--- src/rtl/gpr_ctx_mover.sv ---
// gpr_ctx_mover: moves the general purpose register file to or from a
// context frame in data memory for interrupt entry and exit.
// SAVE streams one GPR per cycle into memory. RESTORE issues one memory read
// per cycle and writes each returned byte into the GPR one cycle later.
// Strobes and addresses come from flops. The two data outputs pass through
// combinationally from the read ports, gated so they read zero while idle.
module gpr_ctx_mover #(
   parameter int NREGS  = 9,
   parameter int DATA_W = 8,
   parameter int ADDR_W = 8
) (
   input  logic              clk,
   input  logic              rst,
   input  logic              save_req,
   input  logic              restore_req,
   input  logic [ADDR_W-1:0] base_addr,
   output logic              busy,
   output logic              done,
   output logic [3:0]        gpr_r_addr,
   input  logic [DATA_W-1:0] gpr_r_data,
   output logic              gpr_w_enable,
   output logic [3:0]        gpr_w_addr,
   output logic [DATA_W-1:0] gpr_w_data,
   output logic [ADDR_W-1:0] mem_addr,
   output logic              mem_we,
   output logic [DATA_W-1:0] mem_wdata,
   output logic              mem_re,
   input  logic [DATA_W-1:0] mem_rdata
);

   typedef enum logic [1:0] {
      IDLE    = 2'd0,
      SAVE    = 2'd1,
      RESTORE = 2'd2,
      DONE    = 2'd3
   } state_t;

   // Index of the last register moved, and the extra write-only restore cycle
   localparam logic [3:0] LAST_IDX  = 4'(NREGS - 1);
   localparam logic [3:0] FINAL_IDX = 4'(NREGS);

   state_t            state_r;
   logic [3:0]        idx_r;
   logic [ADDR_W-1:0] base_r;
   logic              busy_r;
   logic              done_r;
   logic [3:0]        gpr_r_addr_r;
   logic              gpr_w_enable_r;
   logic [3:0]        gpr_w_addr_r;
   logic [ADDR_W-1:0] mem_addr_r;
   logic              mem_we_r;
   logic              mem_re_r;

   logic [3:0]        idx_inc_s;
   logic [ADDR_W-1:0] next_addr_s;

   // Next index and the frame address it maps to (wraps modulo 2^ADDR_W)
   always_comb begin
      idx_inc_s   = idx_r + 4'd1;
      next_addr_s = base_r + ADDR_W'(idx_inc_s);
   end

   // Sequencer: advances the state and registers every strobe/address for the next cycle
   always_ff @(posedge clk) begin
      if (rst) begin
         state_r        <= IDLE;
         idx_r          <= 4'd0;
         base_r         <= {ADDR_W{1'b0}};
         busy_r         <= 1'b0;
         done_r         <= 1'b0;
         gpr_r_addr_r   <= 4'd0;
         gpr_w_enable_r <= 1'b0;
         gpr_w_addr_r   <= 4'd0;
         mem_addr_r     <= {ADDR_W{1'b0}};
         mem_we_r       <= 1'b0;
         mem_re_r       <= 1'b0;
      end else begin
         // Strobes are single-cycle unless re-armed below
         done_r         <= 1'b0;
         gpr_w_enable_r <= 1'b0;
         mem_we_r       <= 1'b0;
         mem_re_r       <= 1'b0;
         gpr_r_addr_r   <= 4'd0;
         gpr_w_addr_r   <= 4'd0;
         mem_addr_r     <= {ADDR_W{1'b0}};
         case (state_r)
            IDLE: begin
               if (save_req) begin
                  // SAVE takes priority over a simultaneous RESTORE request
                  state_r    <= SAVE;
                  idx_r      <= 4'd0;
                  base_r     <= base_addr;
                  busy_r     <= 1'b1;
                  mem_we_r   <= 1'b1;
                  mem_addr_r <= base_addr;
               end else if (restore_req) begin
                  state_r    <= RESTORE;
                  idx_r      <= 4'd0;
                  base_r     <= base_addr;
                  busy_r     <= 1'b1;
                  mem_re_r   <= 1'b1;
                  mem_addr_r <= base_addr;
               end else begin
                  busy_r <= 1'b0;
               end
            end
            SAVE: begin
               if (idx_r == LAST_IDX) begin
                  state_r <= DONE;
                  busy_r  <= 1'b0;
                  done_r  <= 1'b1;
               end else begin
                  idx_r        <= idx_inc_s;
                  mem_we_r     <= 1'b1;
                  mem_addr_r   <= next_addr_s;
                  gpr_r_addr_r <= idx_inc_s;
               end
            end
            RESTORE: begin
               if (idx_r == FINAL_IDX) begin
                  state_r <= DONE;
                  busy_r  <= 1'b0;
                  done_r  <= 1'b1;
               end else begin
                  // The read issued this cycle returns next cycle and is written then
                  idx_r          <= idx_inc_s;
                  gpr_w_enable_r <= 1'b1;
                  gpr_w_addr_r   <= idx_r;
                  if (idx_r != LAST_IDX) begin
                     mem_re_r   <= 1'b1;
                     mem_addr_r <= next_addr_s;
                  end else begin
                     mem_re_r <= 1'b0;
                  end
               end
            end
            DONE: begin
               // Requests seen during the done pulse are not accepted
               state_r <= IDLE;
               busy_r  <= 1'b0;
            end
            default: begin
               state_r <= IDLE;
               busy_r  <= 1'b0;
            end
         endcase
      end
   end

   assign busy         = busy_r;
   assign done         = done_r;
   assign gpr_r_addr   = gpr_r_addr_r;
   assign gpr_w_enable = gpr_w_enable_r;
   assign gpr_w_addr   = gpr_w_addr_r;
   assign gpr_w_data   = gpr_w_enable_r ? mem_rdata : {DATA_W{1'b0}};
   assign mem_addr     = mem_addr_r;
   assign mem_we       = mem_we_r;
   assign mem_wdata    = mem_we_r ? gpr_r_data : {DATA_W{1'b0}};
   assign mem_re       = mem_re_r;

endmodule

--- config.mk ---
export PLATFORM = sky130hd
export DESIGN_NAME = gpr_ctx_mover
export DESIGN_NICKNAME = d
export VERILOG_FILES = /design/src/rtl/gpr_ctx_mover.sv
export SDC_FILE = /design/constraint.sdc
export NUM_CORES = 1
export LEC_CHECK = 0
export ABC_AREA = 1
export CORE_UTILIZATION = 44
export DETAILED_ROUTE_END_ITERATION = 8
export PLACE_DENSITY = 0.8
export SLEW_MARGIN = 20
export SYNTH_ARGS = -nofsm -noshare
export SYNTH_HDL_FRONTEND = slang
export SYNTH_SLANG_ARGS = --single-unit
--- constraint.sdc ---
create_clock -name clk -period 2.8 [get_ports clk]
set_input_delay 0.56 -clock clk [delete_from_list [all_inputs] [get_ports clk]]
set_output_delay 0.56 -clock clk [all_outputs]
set_load 0.01 [all_outputs]
==> flow_summary.rst <==
.. list-table::
   :header-rows: 1

   * - Metric
     - Value
   * - Pre-CTS setup slack
     - between 0.5 and 0.6 ns
   * - Max-cap check violation count
     - 0
   * - Final number of max-transition violations
     - 0
   * - Mapped Nets
     - 274
   * - Most numerous cell on the critical path
     - clkdlybuf4s50_1
   * - Via count
     - 1683
   * - Fraction of power consumed by sequential logic
     - 35.6%
   * - Crit path largest cell delay
     - around 0.52 ns
   * - Residual DRC count
     - 0
   * - Sequential cell area fraction in the yosys report
     - 40.8%
   * - Clock Tree Root
     - clkbuf_8
   * - Result of the run
     - finished clean
   * - Global-route wire length before repair
     - 6.46 mm
   * - Cells along the critical path
     - clkdlybuf4s50_1 > nand2_1 > inv_1 > clkdlybuf4s50_1
   * - Count of TritonRoute iterations in the first routing pass
     - 6
   * - Nets
     - about 340
   * - Post-detailed-route count of antenna-violating nets
     - 0
   * - Master of the slowest instance on the critical path
     - clkdlybuf4s50_1
   * - Worst path arrival time
     - 1.66 ns
   * - Worst path buffer plus inverter count
     - 3
   * - Initial antenna violation count
     - 0
   * - Hold_buf cts
     - 0
   * - Die X-Extent
     - 64.5 um
   * - CTS tree
     - built
   * - Path category of the worst min-delay check
     - flip-flop to flip-flop
   * - Type of origin of the critical path
     - primary input
   * - Min cycle time layout
     - 2.22 ns
   * - Multi-input gate area in the final layout
     - 851 um2
   * - Final setup margin
     - ~0.58 ns
   * - Detailed-placement wirelength estimate
     - 3.02 mm
   * - Area of the placeable core
     - between 0.003 and 0.004 mm2
   * - Leakage
     - 0.00120 uW
   * - Maximum vdd ir drop
     - approximately 0.46 mV
   * - Maximum clock insertion buffer count
     - 2
   * - Share of power burned in combinational logic
     - 44.9%
   * - Post-route cell area
     - roughly 0.0025 mm2
   * - Post-DR vias/cell
     - 4.79
   * - Number of register bits inferred by synthesis
     - 35
   * - Port-buffer cells
     - 64
   * - CTS buffer count
     - 5
   * - Largest net degree at the start of global routing
     - 15
   * - Number of setup violations in the final report
     - 0
   * - Unrepaired setup endpoints after global routing
     - false
   * - Post-route setup TNS
     - 0 ns
   * - Power, Total
     - 1990 uW
   * - Power per cell area
     - slightly below 800 mW/mm2
   * - First-iteration detailed-routing DRC count
     - 37
   * - Distinct cells, synth
     - 24
   * - Avg Synthesized Cell Area
     - 7.37 um2
   * - Std-Cell Rows
     - 22
   * - DR WL/cell
     - 10.9 um
   * - Register-to-register setup slack
     - 0.67 ns
   * - FF/Latch Area
     - 701 um2
   * - Area after detailed placement
     - 0.00242 mm2
   * - Number of sinks on the clock net
     - 35
   * - Transition at the pin with the smallest max-transition slack
     - 0.333 ns
   * - Global Route Usage Sum
     - between 20% and 30%
   * - Ratio of final minimum period to clock period
     - 79.4%
   * - Growth of design area from synthesis to finish
     - 46.5%
   * - Sum of routed wire length over all layers
     - between 3 and 4 mm
   * - Die ar.
     - 0.00416 mm2
   * - Final weighted congestion in routability-driven placement
     - 0.893
   * - Crit-path max FO
     - 1
   * - Final antenna diode count
     - 0
   * - Die Ht
     - 64.5 um
   * - Clock network fraction of design power
     - 19.5%
   * - Count of non-filler cells in the finished layout
     - 351
   * - Yosys Warn Count
     - 0
   * - Post-CTS setup buffer count
     - 0
   * - Fmax
     - 0.450 GHz
   * - Fill cell instance count of the final layout
     - 315
   * - I/O pin count
     - 65
   * - Share of final-layout standard cells stronger than drive strength 1
     - 8.58%
   * - Initial core utilization
     - 46.2%
   * - Post-synth design cell area
     - 0.00172 mm2
   * - Setup crit end kind
     - primary output
   * - Worst slew margin relative to its limit
     - 77.6%
   * - Startpoint-to-endpoint class of the critical path
     - primary input to primary output
   * - PostCTS Resize Cnt
     - 0
   * - Family of cells with the greatest summed delay on the critical path
     - buffers and inverters
   * - Final number of hold-violating endpoints
     - 0
   * - Power Internal
     - 1250 uW
   * - Clock latency on the worst-skew pair
     - 0.28 ns
   * - Clock skew after layout
     - around 0.0038 ns
   * - Synthesized netlist cell count
     - 233
   * - Clock input transition at the sequential cells of the worst setup and hold paths
     - approximately 0.06 ns
   * - Number of H-tree levels
     - 2
   * - Total instance count after detailed placement
     - 343
   * - Required arrival time at the worst endpoint
     - 2.24 ns
   * - Reported net switching power
     - 739 uW
   * - Via count of the first global-routing pass
     - 1531
   * - Total congestion overflow after global routing
     - 0
   * - Net Sw Frac
     - 37.1%
[worst reg2reg max path: stages, from the launching register on]
cell and delay, ns:
dfxtp_1 0.45, inv_1 0.14, ha_1 0.37, fa_1 0.46, nand3_1 0.12, nand2_1 0.08, or2_2 0.27, nand3_1 0.07
a21oi_1 0.06
[final timing paths]
check / end / start / cells past startpoint
worst min register to register: base_r[3]$_SDFFE_PP0P_ / base_r[3]$_SDFFE_PP0P_ / 2
worst max-delay path: gpr_w_data[2] / mem_rdata[2] / 4
worst min-delay path: base_r[3]$_SDFFE_PP0P_ / base_r[3]$_SDFFE_PP0P_ / 2
worst max register to register: mem_addr[4]$_SDFF_PP0_ / idx_r[0]$_SDFFE_PP0P_ / 8
[power by group through the flow]
stage | logic (uW) | registers, uW | clock network [uW]
after floorplan | 526 | 717 | 0
after global placement | 879 | 716 | 0
after detailed placement | 892 | 719 | 0
after CTS | 898 | 710 | 402
after global routing | 995 | 725 | 425
final | 895 | 708 | 389
[sequential cells by signal (all words and copies together), names as in the netlist]
name	cells
base_r	8
mem_addr	8
gpr_r_addr	4
gpr_w_addr	4
idx_r	4
state_r	2
busy	1
done	1
gpr_w_enable	1
mem_re	1
mem_we	1
[cell usage in the layout (no fill, tap or decap), types with 2 or more instances in the layout]
| master | count |
|---|---|
| xor2_1 | 3 |
| o21ai_2 | 3 |
| nand4_1 | 3 |
| clkbuf_8 | 7 |
| nor2_1 | 13 |
| ha_1 | 12 |
| inv_2 | 5 |
| o21ai_0 | 5 |
| inv_1 | 35 |
| a21oi_1 | 22 |
| nand2_4 | 2 |
| nand2_1 | 59 |
| o21ai_1 | 6 |
| nand3_1 | 16 |
| dfxtp_1 | 35 |
| clkdlybuf4s50_1 | 64 |
| nand2_2 | 3 |
| buf_4 | 2 |
[cells in the mapped netlist]
cell type | n | area, um2
o21ai_1 | 6 | 30.0
inv_1 | 35 | 131
or2_4 | 1 | 8.76
nand3_2 | 1 | 10.0
xnor2_1 | 1 | 8.76
nand2_1 | 59 | 221
o21ai_2 | 3 | 26.3
ha_1 | 12 | 150
inv_2 | 5 | 18.8
nand3_1 | 16 | 80.1
or2_2 | 1 | 6.26
clkbuf_1 | 3 | 11.3
nor2_4 | 1 | 11.3
nand2_2 | 3 | 18.8
dfxtp_1 | 35 | 701
o21ai_0 | 5 | 25.0
nand2_4 | 2 | 22.5
nand3b_1 | 1 | 7.51
xor2_1 | 3 | 26.3
nor2_1 | 13 | 48.8
buf_2 | 1 | 5.00
a21oi_1 | 22 | 110
fa_1 | 1 | 20.0
nand4_1 | 3 | 18.8
[cell type report]
cell class | count | area share (%)
repair buffers | 66 | 26.0
inverters | 40 | 5.96
multi-input cells | 154 | 33.8
clock buffers | 8 | 3.98
flip-flops and latches | 35 | 27.8
well taps | 48 | 2.39
[layer usage]
metal  up-vias  track usage, %  wire, um
met5         -               0         0
met4         0            10.0        68
li1        867               -         -
met1       744            23.0      1630
met3         6            7.57       376
met2        66            33.9      1750
[cells by family (layout without fill, tap and decap cells)]
family                     Yosys count  in the layout  synth area share (%)
buffers and inverters               44            114                  9.69
AOI/OAI and AO/OA                   36             36                  11.1
adders and majority gates           13             13                  9.91
xor gates and xnor gates             4              4                  2.04
DFF                                 35             35                  40.8
and+or+nand+nor                    101            101                  26.4
[stage by stage]
stage | utilization, % | hold slack (ns)
after floorplan | - | 0.443
after global placement | 65.1 | 0.457
after detailed placement | 65.1 | 0.463
after CTS | 67.7 | 0.475
after global routing | 67.7 | 0.519
final | 67.7 | 0.473
Note: power is estimated with default switching activity, not from simulation.
